File: src/rtl/serial_alu_pkg.sv
// Shared types for the bit-serial ALU.
// Opcode and FSM state encodings.
package serial_alu_pkg;

  typedef enum logic [1:0] {
    OP_AND = 2'b00,
    OP_OR  = 2'b01,
    OP_ADD = 2'b10,
    OP_ERR = 2'b11
  } op_e;

  typedef enum logic [1:0] {
    IDLE,
    RUN,
    DONE
  } state_e;

endpackage

File: src/rtl/serial_alu_bit_slice.sv
// Combinational 1-bit ALU slice.
// Reused every RUN cycle by serial_alu.
module alu_bit_slice
  import serial_alu_pkg::*;
(
  input  logic a,
  input  logic b,
  input  logic binv,
  input  logic cin,
  input  op_e  op,
  output logic y,
  output logic cout
);

  logic bb;

  assign bb = b ^ binv;

  always_comb begin
    y    = 1'b0;
    cout = 1'b0;
    unique case (op)
      OP_AND: y = a & bb;
      OP_OR:  y = a | bb;
      OP_ADD: begin
        y    = a ^ bb ^ cin;
        cout = (a & bb) | (cin & (a ^ bb));
      end
      default: ;
    endcase
  end

endmodule

File: src/rtl/serial_alu.sv
// Bit-serial ALU: one bit per clock, LSB first,
// behind a start/done handshake.
module serial_alu
  import serial_alu_pkg::*;
#(
  parameter int WIDTH = 8
) (
  input  logic             clk,
  input  logic             reset,
  input  logic             start,
  input  logic [WIDTH-1:0] a,
  input  logic [WIDTH-1:0] b,
  input  logic [1:0]       op,
  input  logic             binv,
  input  logic             cin,
  output logic             busy,
  output logic             done,
  output logic [WIDTH-1:0] y,
  output logic             cout,
  output logic             overflow,
  output logic             zero,
  output logic             error
);

  localparam int CW = $clog2(WIDTH);
  localparam logic [CW-1:0] LAST = CW'(WIDTH - 1);

  state_e           state_q, state_d;
  logic [WIDTH-1:0] a_q, a_d;
  logic [WIDTH-1:0] b_q, b_d;
  logic [WIDTH-1:0] sh_q, sh_d;
  op_e              op_q, op_d;
  logic             binv_q, binv_d;
  logic             carry_q, carry_d;
  logic [CW-1:0]    cnt_q, cnt_d;
  logic [WIDTH-1:0] y_q, y_d;
  logic             cout_q, cout_d;
  logic             ovf_q, ovf_d;
  logic             zero_q, zero_d;
  logic             err_q, err_d;

  logic s_y;
  logic s_c;

  alu_bit_slice u_slice (
    .a    (a_q[0]),
    .b    (b_q[0]),
    .binv (binv_q),
    .cin  (carry_q),
    .op   (op_q),
    .y    (s_y),
    .cout (s_c)
  );

  always_comb begin
    state_d = state_q;
    a_d     = a_q;
    b_d     = b_q;
    sh_d    = sh_q;
    op_d    = op_q;
    binv_d  = binv_q;
    carry_d = carry_q;
    cnt_d   = cnt_q;
    y_d     = y_q;
    cout_d  = cout_q;
    ovf_d   = ovf_q;
    zero_d  = zero_q;
    err_d   = err_q;
    unique case (state_q)
      IDLE: begin
        if (start) begin
          a_d     = a;
          b_d     = b;
          op_d    = op_e'(op);
          binv_d  = binv;
          carry_d = cin;
          cnt_d   = '0;
          sh_d    = '0;
          if (op_e'(op) == OP_ERR) begin
            state_d = DONE;
            y_d     = '0;
            cout_d  = 1'b0;
            ovf_d   = 1'b0;
            zero_d  = 1'b0;
            err_d   = 1'b1;
          end else begin
            state_d = RUN;
          end
        end
      end
      RUN: begin
        a_d     = a_q >> 1;
        b_d     = b_q >> 1;
        sh_d    = {s_y, sh_q[WIDTH-1:1]};
        carry_d = s_c;
        cnt_d   = cnt_q + CW'(1);
        if (cnt_q == LAST) begin
          state_d = DONE;
          y_d     = sh_d;
          cout_d  = s_c;
          // carry_q is the carry into the MSB here
          ovf_d   = (op_q == OP_ADD) & (carry_q ^ s_c);
          zero_d  = (sh_d == '0);
          err_d   = 1'b0;
        end
      end
      DONE:    state_d = IDLE;
      default: state_d = IDLE;
    endcase
  end

  always_ff @(posedge clk or posedge reset) begin
    if (reset) begin
      state_q <= IDLE;
      a_q     <= '0;
      b_q     <= '0;
      sh_q    <= '0;
      op_q    <= OP_AND;
      binv_q  <= 1'b0;
      carry_q <= 1'b0;
      cnt_q   <= '0;
      y_q     <= '0;
      cout_q  <= 1'b0;
      ovf_q   <= 1'b0;
      zero_q  <= 1'b0;
      err_q   <= 1'b0;
    end else begin
      state_q <= state_d;
      a_q     <= a_d;
      b_q     <= b_d;
      sh_q    <= sh_d;
      op_q    <= op_d;
      binv_q  <= binv_d;
      carry_q <= carry_d;
      cnt_q   <= cnt_d;
      y_q     <= y_d;
      cout_q  <= cout_d;
      ovf_q   <= ovf_d;
      zero_q  <= zero_d;
      err_q   <= err_d;
    end
  end

  assign busy     = (state_q != IDLE);
  assign done     = (state_q == DONE);
  assign y        = y_q;
  assign cout     = cout_q;
  assign overflow = ovf_q;
  assign zero     = zero_q;
  assign error    = err_q;

endmodule

File: config.mk
export PLATFORM = sky130hd
export DESIGN_NAME = serial_alu
export DESIGN_NICKNAME = d
export VERILOG_FILES = /design/src/rtl/serial_alu_pkg.sv /design/src/rtl/serial_alu_bit_slice.sv /design/src/rtl/serial_alu.sv
export SDC_FILE = /design/constraint.sdc
export NUM_CORES = 1
export LEC_CHECK = 0
export CORE_UTILIZATION = 40
export CTS_CLUSTER_SIZE = 8
export DETAILED_ROUTE_END_ITERATION = 7
export MAX_ROUTING_LAYER = met4
export PLACE_DENSITY = 0.75
export SLEW_MARGIN = 20
export SYNTH_ARGS = -nofsm -noshare
export SYNTH_HDL_FRONTEND = slang
export SYNTH_SLANG_ARGS = --single-unit
File: constraint.sdc
create_clock -name clk -period 5 [get_ports clk]
set_input_delay 0.75 -clock clk [delete_from_list [all_inputs] [get_ports clk]]
set_output_delay 0.75 -clock clk [all_outputs]
set_load 0.01 [all_outputs]
==> results.py <==
metrics = {
    "timing": {
        "finalCritPeriodShare_pct": 45.9,
        "relSlewSlack_pct": 60.2,
        "setup_tns_ps": 0,
        "setup_viol": 0,
        "post-route-min-period_ps": 2290,
        "clock.fmax_mhz": 436,
        "slew_violations": 0,
        "finClkSkew_ps": 6.52,
        "tightest_slew_ps": 597,
        "hold_viol": 0,
        "rsz0062_at_grt": "false",
    },
    "synth": {
        "yosysTopAreaCell": "dfrtp_1",
        "synth_cell_types": 30,
        "ys_top_cells_by_area": "dfrtp_1 (55%), nand2_1 (11%), mux2i_1 (7.6%), o21ai_0 (5.0%), o21ai_1 (2.8%)",
        "avgSynthCellArea_um2": 10.3,
        "yosysTopAreaCellShare_pct": 55.5,
        "yosys-mux-area-fraction_pct": 9.27,
        "synthesis.area_um2": 1980,
        "synth_simple_gate_area_share_pct": 16.2,
        "synthXorXnorAreaFrac_pct": 0.883,
        "syn_nets": 221,
        "yosys.area_share.adder_pct": 3.53,
        "synth_top_family_by_area": "simple AND/OR/NAND/NOR gates",
        "ys_warn_count": 0,
        "synth_compound_area_share_pct": 9.90,
        "seq_area_frac_synth_pct": 55.5,
        "ys_seq_elements": 44,
        "synthCells": 193,
    },
    "floorplan": {
        "start_util_pct": 41.7,
        "core_um2": 4750,
        "pin_count": 37,
        "rows": 25,
        "die_width_um": 72.4,
        "die_area_um2": 5250,
        "die_h_um": 72.4,
    },
    "grt": {
        "antenna_found_initial": 0,
        "gr-total-overflow": 0,
        "grt_pass1_wl_um": 6250,
        "grt_start_max_net_pins": 45,
        "track_usage_pct": 16.1,
        "grt_pass1_vias": 1407,
    },
    "power_and_ir_drop": {
        "power.internal_w": 0.000901,
        "switching_power_w": 0.000502,
        "power.density_nw_per_um2": 564,
        "swShare_pct": 35.8,
        "ir_drop_v": 0.000257,
        "combinationalPowerShare_pct": 39.0,
        "cellLeakagePower_nw": 1.11,
        "clock_power_share_pct": 18.9,
        "sequentialPowerShare_pct": 42.1,
    },
    "placement": {
        "dp_hpwl_um": 2400,
        "place.gp.congestion": 0.687,
        "port_buffers": 36,
    },
    "critical_path": {
        "arrival_ps": 1540,
        "critPathMaxFanout": 6,
        "r2r_end": "y[7]",
        "timing.critical_path.to_type": "output pin",
        "crit_type": "reg -> out",
        "crit_required_ps": 4250,
        "rr_worst_depth": 6,
        "cp-start-kind": "register",
        "reg2reg_slack_ps": 3190,
        "timing.rr.start": "binv_q",
        "cp-startpoint": "state_q[1]",
    },
    "worst_hold_path": {
        "min_from": "y[1]",
        "min_to": "y[1]",
        "hold_depth": 2,
        "hp-class": "reg -> reg",
    },
    "detailed_routing": {
        "routedWlPerCell_um": 11.6,
        "routed_via_density": 4.70,
        "drtIter0Drc": 68,
        "vias": 1397,
        "drt_pass1_iterations": 4,
        "routed_wl_um": 3430,
        "drc": 0,
        "drtAntennaViolNets": 0,
    },
    "clocking": {
        "clk_pin_slew_ps": 80,
        "ctsResizeCount": 0,
        "htreeDepth": 2,
        "cts_inserted_buffers": 5,
        "cts_sinks": 44,
        "postCtsHoldBufs": 0,
        "cts-root-buf": "clkbuf_8",
        "post_cts_buffers": 0,
        "clkLatencyLatePin_ps": 290,
        "clockBufferDepth": 2,
        "cts_tree": "yes",
    },
    "layout": {
        "layout-drive-gt1-share_pct": 7.83,
        "nNetsFinal": 257,
        "n_antenna_cell": 0,
        "areaGrowthSynthToFinish_pct": 25.4,
        "fin_util_pct": 52.3,
    },
    "outcome": {
        "status": "complete, no violations",
    },
    "run": {
        "drv_cap": 0,
    },
}
worst max-delay path, cell delays in order (launching register included):
cell             delay [ps]
dfrtp_1                 460
or2_2                   320
clkdlybuf4s50_1         480
metal layers:
metal	track usage [%]	wire length (um)
met1	17.9	1570
met2	27.6	1670
met3	4.86	147
met4	5.23	46
met5	-	0
how the worst max path moves through the flow:
stage               to  slack (ps)  cells past startpoint
3_3_place_gp    binv_q        2730                      4
4_1_cts           busy        2690                      2
5_1_grt           busy        2650                      2
6_report          busy        2710                      2
3_5_place_dp   op_q[1]        2710                      4
2_1_floorplan   a_q[0]        3220                      1
cells by family after synthesis:
logic type	count (synthesis)
AO/OA/AOI/OAI	36
AND/OR/NAND/NOR	74
multiplexers	18
adder cells (fa/ha/maj)	5
XOR/XNOR	2
buffers and inverters	14
flip-flops	44
cell type report:
type	instances	area, um2
Clock inverter	2	35.0
Clock buffer	6	72.6
Sequential cell	44	1100
Tap cell	67	83.8
Timing Repair Buffer	39	383
Fill cell	458	2270
Inverter	4	15.0
Multi-Input combinational cell	135	798
flip-flops by register name (all words and copies together) (netlist names):
name	cells
a_q	8
b_q	8
binv_q	1
carry_q	1
cnt_q	3
cout	1
error	1
op_q	2
overflow	1
sh_q	7
state_q	2
y	8
zero	1
cell usage in the layout, fill, tap and decap left out:
| cell | instances |
|---|---|
| nand2b_1 | 2 |
| o31ai_2 | 1 |
| nor2_1 | 1 |
| ha_1 | 4 |
| clkbuf_8 | 5 |
| or2_2 | 1 |
| a32o_1 | 1 |
| nor3b_4 | 1 |
| nor2b_1 | 1 |
| nand3_1 | 1 |
| a21o_1 | 1 |
| nand2_1 | 60 |
| nor2_2 | 1 |
| clkinv_2 | 1 |
| bufinv_16 | 1 |
| nand4b_1 | 3 |
| o21ai_1 | 11 |
| dfrtp_1 | 44 |
| clkbuf_1 | 1 |
| fa_1 | 1 |
| clkdlybuf4s50_1 | 36 |
| o21ai_0 | 20 |
| nor4_1 | 1 |
| buf_4 | 3 |
| o22ai_1 | 1 |
| nor2b_2 | 1 |
| a21oi_1 | 1 |
| mux2i_1 | 15 |
| nor3_1 | 1 |
| mux2_2 | 3 |
| xor2_1 | 2 |
| inv_1 | 4 |
cells in the mapped netlist (all sizes together):
cell / count
nand2: 60
dfrtp: 44
o21ai: 31
mux2i: 15
buf: 9
ha: 4
inv: 4
mux2: 3
nand4b: 3
nand2b: 2
nor2: 2
nor2b: 2
xor2: 2
a21o: 1
a21oi: 1
a32o: 1
clkbuf: 1
fa: 1
nand3: 1
nor3: 1
nor3b: 1
nor4: 1
o22ai: 1
o31ai: 1
or2: 1
metrics by stage:
step	instance area, um2	hold slack, ps	power (W)	setup WS, ps	cells
2_1_floorplan	1980	449	0.000981	3220	193
3_3_place_gp	2380	462	0.00113	2730	289
3_5_place_dp	2380	470	0.00116	2710	289
4_1_cts	2490	489	0.00143	2690	297
5_1_grt	2490	503	0.00152	2650	297
6_report	2490	479	0.00140	2710	297
power by group through the flow:
stage,registers [W],clock network (W),logic (W)
after CTS,0.000594,0.000272,0.000559
final,0.000590,0.000265,0.000547
after global placement,0.000593,0,0.000538
after global routing,0.000609,0.000286,0.000628
after floorplan,0.000593,0,0.000389
after detailed placement,0.000599,0,0.000559
Power figures use the tool's default switching activity.
